`src/rtl/gpio_serial_pkg.sv`:
```
// Shared types and defaults for the padframe serial configuration loader.
package gpio_serial_pkg;

    localparam int unsigned GPIO_CFG_BITS_DEFAULT = 13;
    localparam int unsigned GPIO_NUM_PADS_DEFAULT = 44;

    typedef enum logic [2:0] {
        IDLE,
        LOAD,
        SHIFT,
        LATCH,
        DONE
    } gpio_ser_state_t;

    // Counter width that stays legal when the range collapses to a single value.
    function automatic int unsigned cnt_width(input int unsigned n);
        return (n > 1) ? $clog2(n) : 1;
    endfunction

endpackage

```
`src/rtl/gpio_serial_clkdiv.sv`:
```
// Half-period timer for the serial shift clock: phase bit, phase_end and rise strobes.
// The rise strobe exists only when GPIO_SERIAL_READBACK_EN is defined.
module gpio_serial_clkdiv
    import gpio_serial_pkg::*;
#(
    parameter int unsigned CLK_DIV = 4
) (
    input  logic clock,
    input  logic reset,
    input  logic enable,
    input  logic clear,
`ifdef GPIO_SERIAL_READBACK_EN
    output logic rise,
`endif
    output logic phase,
    output logic phase_end
);

    localparam int unsigned DIV_W = cnt_width(CLK_DIV);

    logic [DIV_W-1:0] div_cnt;

    assign phase_end = enable && (div_cnt == DIV_W'(CLK_DIV - 1));

`ifdef GPIO_SERIAL_READBACK_EN
    // First cycle of the high phase, i.e. the cycle ser_clk reads 1 for the first time.
    assign rise = enable && phase && (div_cnt == '0);
`endif

    always_ff @(posedge clock) begin
        if (reset || clear) begin
            div_cnt <= '0;
            phase   <= 1'b0;
        end else if (phase_end) begin
            div_cnt <= '0;
            phase   <= ~phase;
        end else if (enable) begin
            div_cnt <= div_cnt + DIV_W'(1);
        end
    end

endmodule

```
`src/rtl/gpio_serial_loader.sv`:
```
// Loads one configuration word per pad MSB-first onto the pad-ring chain, then strobes ser_load.
// Optional chain readback is compiled in with GPIO_SERIAL_READBACK_EN.
//
// state | meaning
// IDLE  | waiting for start, outputs quiet
// LOAD  | cfg_ready high, waiting for the next pad word
// SHIFT | clocking the captured word out, two phases per bit
// LATCH | ser_load high for one full ser_clk period
// DONE  | one-cycle done pulse
module gpio_serial_loader
    import gpio_serial_pkg::*;
#(
    parameter int unsigned NUM_PADS = GPIO_NUM_PADS_DEFAULT,
    parameter int unsigned CFG_BITS = GPIO_CFG_BITS_DEFAULT,
    parameter int unsigned CLK_DIV  = 4
) (
    input  logic                clock,
    input  logic                reset,
    input  logic                start,
    input  logic                cfg_valid,
    input  logic [CFG_BITS-1:0] cfg_data,
`ifdef GPIO_SERIAL_READBACK_EN
    input  logic                ser_ret,
    output logic [CFG_BITS-1:0] rb_data,
    output logic                rb_valid,
`endif
    output logic                cfg_ready,
    output logic                busy,
    output logic                done,
    output logic                ser_data,
    output logic                ser_clk,
    output logic                ser_load
);

    localparam int unsigned PAD_W = cnt_width(NUM_PADS);
    localparam int unsigned BIT_W = cnt_width(CFG_BITS);

    gpio_ser_state_t     state;
    logic [PAD_W-1:0]    pad_cnt;
    logic [BIT_W-1:0]    bit_cnt;
    logic [CFG_BITS-1:0] shreg;
    logic [CFG_BITS-1:0] shreg_next;
    logic                phase;
    logic                phase_end;
    logic                accept;
    logic                bit_end;
    logic                last_bit;
    logic                last_pad;

    assign accept     = (state == LOAD) && cfg_valid && cfg_ready;
    assign bit_end    = (state == SHIFT) && phase_end && phase;
    assign last_bit   = (bit_cnt == BIT_W'(CFG_BITS - 1));
    assign last_pad   = (pad_cnt == PAD_W'(NUM_PADS - 1));
    assign shreg_next = shreg << 1;

`ifdef GPIO_SERIAL_READBACK_EN
    logic rise;
`endif

    gpio_serial_clkdiv #(
        .CLK_DIV (CLK_DIV)
    ) u_clkdiv (
        .clock     (clock),
        .reset     (reset),
        .enable    ((state == SHIFT) || (state == LATCH)),
        .clear     (accept),
`ifdef GPIO_SERIAL_READBACK_EN
        .rise      (rise),
`endif
        .phase     (phase),
        .phase_end (phase_end)
    );

    always_ff @(posedge clock) begin
        if (reset) begin
            state     <= IDLE;
            pad_cnt   <= '0;
            bit_cnt   <= '0;
            shreg     <= '0;
            cfg_ready <= 1'b0;
            busy      <= 1'b0;
            done      <= 1'b0;
            ser_data  <= 1'b0;
            ser_clk   <= 1'b0;
            ser_load  <= 1'b0;
        end else begin
            done <= 1'b0;
            case (state)
                IDLE: begin
                    if (start) begin
                        state     <= LOAD;
                        pad_cnt   <= '0;
                        cfg_ready <= 1'b1;
                        busy      <= 1'b1;
                    end
                end
                LOAD: begin
                    if (accept) begin
                        state     <= SHIFT;
                        shreg     <= cfg_data;
                        bit_cnt   <= '0;
                        cfg_ready <= 1'b0;
                        ser_data  <= cfg_data[CFG_BITS-1];
                        ser_clk   <= 1'b0;
                    end
                end
                SHIFT: begin
                    if (phase_end && !phase) begin
                        ser_clk <= 1'b1;
                    end else if (bit_end) begin
                        ser_clk <= 1'b0;
                        shreg   <= shreg_next;
                        if (!last_bit) begin
                            bit_cnt  <= bit_cnt + BIT_W'(1);
                            ser_data <= shreg_next[CFG_BITS-1];
                        end else if (last_pad) begin
                            state    <= LATCH;
                            ser_load <= 1'b1;
                        end else begin
                            state     <= LOAD;
                            pad_cnt   <= pad_cnt + PAD_W'(1);
                            cfg_ready <= 1'b1;
                        end
                    end
                end
                LATCH: begin
                    if (phase_end && phase) begin
                        state    <= DONE;
                        ser_load <= 1'b0;
                        done     <= 1'b1;
                    end
                end
                DONE: begin
                    state    <= IDLE;
                    busy     <= 1'b0;
                    ser_data <= 1'b0;
                end
                default: begin
                    state <= IDLE;
                end
            endcase
        end
    end

`ifdef GPIO_SERIAL_READBACK_EN
    logic [CFG_BITS-1:0] rb_shreg;
    logic [CFG_BITS-1:0] rb_next;
    logic                capture;

    assign capture = rise && (state == SHIFT);
    assign rb_next = {rb_shreg[CFG_BITS-2:0], ser_ret};

    // With CLK_DIV=1 the last rise and the word end share a cycle, so forward the fresh bit.
    always_ff @(posedge clock) begin
        if (reset) begin
            rb_shreg <= '0;
            rb_data  <= '0;
            rb_valid <= 1'b0;
        end else begin
            rb_valid <= 1'b0;
            if (capture) begin
                rb_shreg <= rb_next;
            end
            if (bit_end && last_bit) begin
                rb_valid <= 1'b1;
                rb_data  <= capture ? rb_next : rb_shreg;
            end
        end
    end
`endif

endmodule

```
`config.mk`:
```
export PLATFORM = sky130hd
export DESIGN_NAME = gpio_serial_loader
export DESIGN_NICKNAME = d
export VERILOG_FILES = /design/src/rtl/gpio_serial_pkg.sv /design/src/rtl/gpio_serial_clkdiv.sv /design/src/rtl/gpio_serial_loader.sv
export SDC_FILE = /design/constraint.sdc
export NUM_CORES = 1
export LEC_CHECK = 0
export CAP_MARGIN = 20
export CORE_UTILIZATION = 54
export DETAILED_ROUTE_END_ITERATION = 7
export GPL_TIMING_DRIVEN = 0
export PLACE_DENSITY = 0.78
export REMOVE_ABC_BUFFERS = 1
export SETUP_SLACK_MARGIN = 0.5
export SKIP_LAST_GASP = 1
export SLEW_MARGIN = 40
export SYNTH_ARGS = -nofsm -noshare
export SYNTH_HDL_FRONTEND = slang
export SYNTH_SLANG_ARGS = --single-unit
```
`constraint.sdc`:
```
create_clock -name clock -period 2.02 [get_ports clock]
set_clock_uncertainty 0.05 [all_clocks]
set_input_delay 0.303 -clock clock [delete_from_list [all_inputs] [get_ports clock]]
set_output_delay 0.303 -clock clock [all_outputs]
set_load 0.01 [all_outputs]
```
==> impl_metrics.ini <==
[detailed_routing]
wire_per_inst_um = 19.6
ant_nets = 0
wl_um = 5570
drtIter0Drc = 85
vias = 1716
viasPerCell = 6.04
drc = 0
drt_pass1_iterations = 4

[yosys]
syn-cell-area_um2 = 1750
yosys_register_bits = 34
synthCells = 192
synthArstFlopShare_pct = 0
ys_seq_area_share_pct = 38.9
synth-main-ff-cell = dfxtp_1
avgSynthCellArea_um2 = 9.12
synth_cell_type_count = 47
synth-edff-count = 0
yosys_warnings = 0

[flow_run]
drv_cap = 0

[clock_network]
cts_hold_repair.buffers = 0
clock_latency_ns = 0.35
clock_path_buffers = 2
numCtsBuffers = 5
clk_pin_slew_ns = 0.10
htree_levels = 2
root_buffer = clkbuf_4
tritoncts = yes
cts_sinks = 34

[sta]
slew_violations = 0
setup_viol = 0
worst_pin_slew_ns = 0.633
finalCriticalPeriod_ns = 1.71
fin_setup_tns_ns = 0
holdWs_ns = 0.411
slew_headroom_pct = 57.8
finalHoldViolCount = 0
fmax_mhz = 585
rsz0062_at_grt = yes
fin_ws_ns = 0.310
period_share_pct = 84.6

[pwr]
power.total_mw = 2.89
power_density_nw_per_um2 = 1140
total_leakage_power_nw = 0.966
peakVddDrop_mv = 0.812

[setup_path]
cp-start-kind = flip-flop
crit_chain = inv_1 > ha_4 > nand3_4 > or3_4 > o21ai_4 > mux2i_1 > a211oi_1
cpMaxStageDelayCell = or3_4
end_kind = flip-flop
critPathKind = reg -> reg
crit_arrival_ns = 1.88
critical_path.max_fanout = 5
r2r_slack_ns = 0.31
cpPeakStageDelay_ns = 0.39
regToRegStartpoint = bit_cnt[1]
crit_start = bit_cnt[1]
crit_required_ns = 2.19

[placement]
io_buffers = 22
dp_slack_ns = -0.471
dp.cells = 245
placed_area_um2 = 1930
dp_hpwl_um = 2540
place_congestion = 0.798

[cells_and_area]
final_area_um2 = 2540
layout.nets = 262
antennaDiodeCount = 0
final_common_cell = dfxtp_1
fin_cells = 284
syn_to_final_growth_pct = 45.0
layout_common_cells = dfxtp_1 (25), buf_4 (23), nor2_1 (22)
drive_gt1_share_pct = 42.9
post-route-util_pct = 83.1

[floorplan]
io_pins = 23
fp.dieW_um = 58.9
start_util_pct = 57.3
fp.dieArea_um2 = 3470
core_um2 = 3050
placementRows = 20
fp.dieH_um = 58.9

[global_routing]
antenna_found_initial = 0
grt_pass1_vias = 1564
grt_max_degree = 27
grt_usage_pct = 28.2
overflow = 0
grt_pass1_wl_um = 7280

[run_status]
status = finished, final reports clean

[worst_hold_path]
min_from = reset
hold_class = in -> reg
[synthesized netlist by cell type, types with 2 or more instances]
| cell | count | share of area, % |
|---|---|---|
| clkbuf_1 | 5 | 1.1 |
| mux2i_1 | 15 | 8.6 |
| buf_2 | 2 | 0.57 |
| nand2b_1 | 3 | 1.1 |
| nand2_1 | 10 | 2.1 |
| a31oi_1 | 2 | 0.71 |
| buf_6 | 4 | 2.6 |
| or3_1 | 3 | 1.1 |
| ha_1 | 4 | 2.9 |
| dfxtp_1 | 34 | 39 |
| xor2_1 | 2 | 1.0 |
| a211oi_1 | 7 | 3.0 |
| inv_1 | 7 | 1.5 |
| and2_1 | 2 | 0.71 |
| nor3_1 | 4 | 1.1 |
| nand4_1 | 2 | 0.71 |
| nor4_1 | 3 | 1.1 |
| o211ai_1 | 2 | 0.86 |
| o21ai_0 | 3 | 0.86 |
| a211oi_2 | 6 | 4.3 |
| nand3_1 | 6 | 1.7 |
| a21oi_1 | 13 | 3.7 |
| nor2_1 | 29 | 6.2 |
[power by group]
| part | internal [mW] | switching, mW | leakage (nW) |
|---|---|---|---|
| Sequential | 0.769 | 0.0860 | 0.280 |
| Combinational | 0.827 | 0.824 | 0.655 |
| Clock | 0.157 | 0.231 | 0.0302 |
| Total | 1.75 | 1.14 | 0.966 |
[final timing paths]
kind / to / depth (start not counted)
min: pad_cnt[0] / 2
min reg2reg: cfg_ready / 2
max reg2reg: ser_data / 7
max: ser_data / 7
[per-layer routing]
layer,vias up,global-route usage (%),part of all wire [%]
met2,81,50.2,52
met4,0,8.50,3.0
met1,833,33.5,37
li1,783,-,-
met5,-,0,0
met3,19,6.81,7.1
[final cells by class]
| type | count | area [um2] |
|---|---|---|
| clock buffer | 6 | 51.3 |
| multi-input combinational | 141 | 1230 |
| timing repair buffer | 52 | 472 |
| inverter | 7 | 26.3 |
| sequential | 34 | 699 |
| fill | 165 | 515 |
| tap | 44 | 55.1 |
[critical path, delay by kind of cell, from the launching register on]
kind	cells	cell delay, ns
adders and majority gates	1	0.16
buffers and inverters	1	0.11
and+or+nand+nor	2	0.51
muxes	1	0.23
AOI/OAI and AO/OA	2	0.18
DFF	1	0.33
[sequential cells by signal, summed over array words and instances, names as in the netlist]
name,count
cfg_ready,1
shreg,12
bit_cnt,4
u_clkdiv.phase,1
state,3
ser_data,1
ser_load,1
u_clkdiv.div_cnt,2
pad_cnt,6
done,1
busy,1
ser_clk,1
[what timing repair did]
action	CTS	global route
endpoints found under the setup margin	39	27
setup buffers	20	10
gates resized for setup	38	47
pin swaps	23	23
cloned	3	0
[cell families after synthesis]
logic type,synth area share [%]
xor+xnor,1.50
mux,9.22
simple gates,22.4
compound gates,18.2
fa+ha+maj,2.86
buf+inv,7.01
flops,38.9
Note: power is estimated with default switching activity, not from simulation.
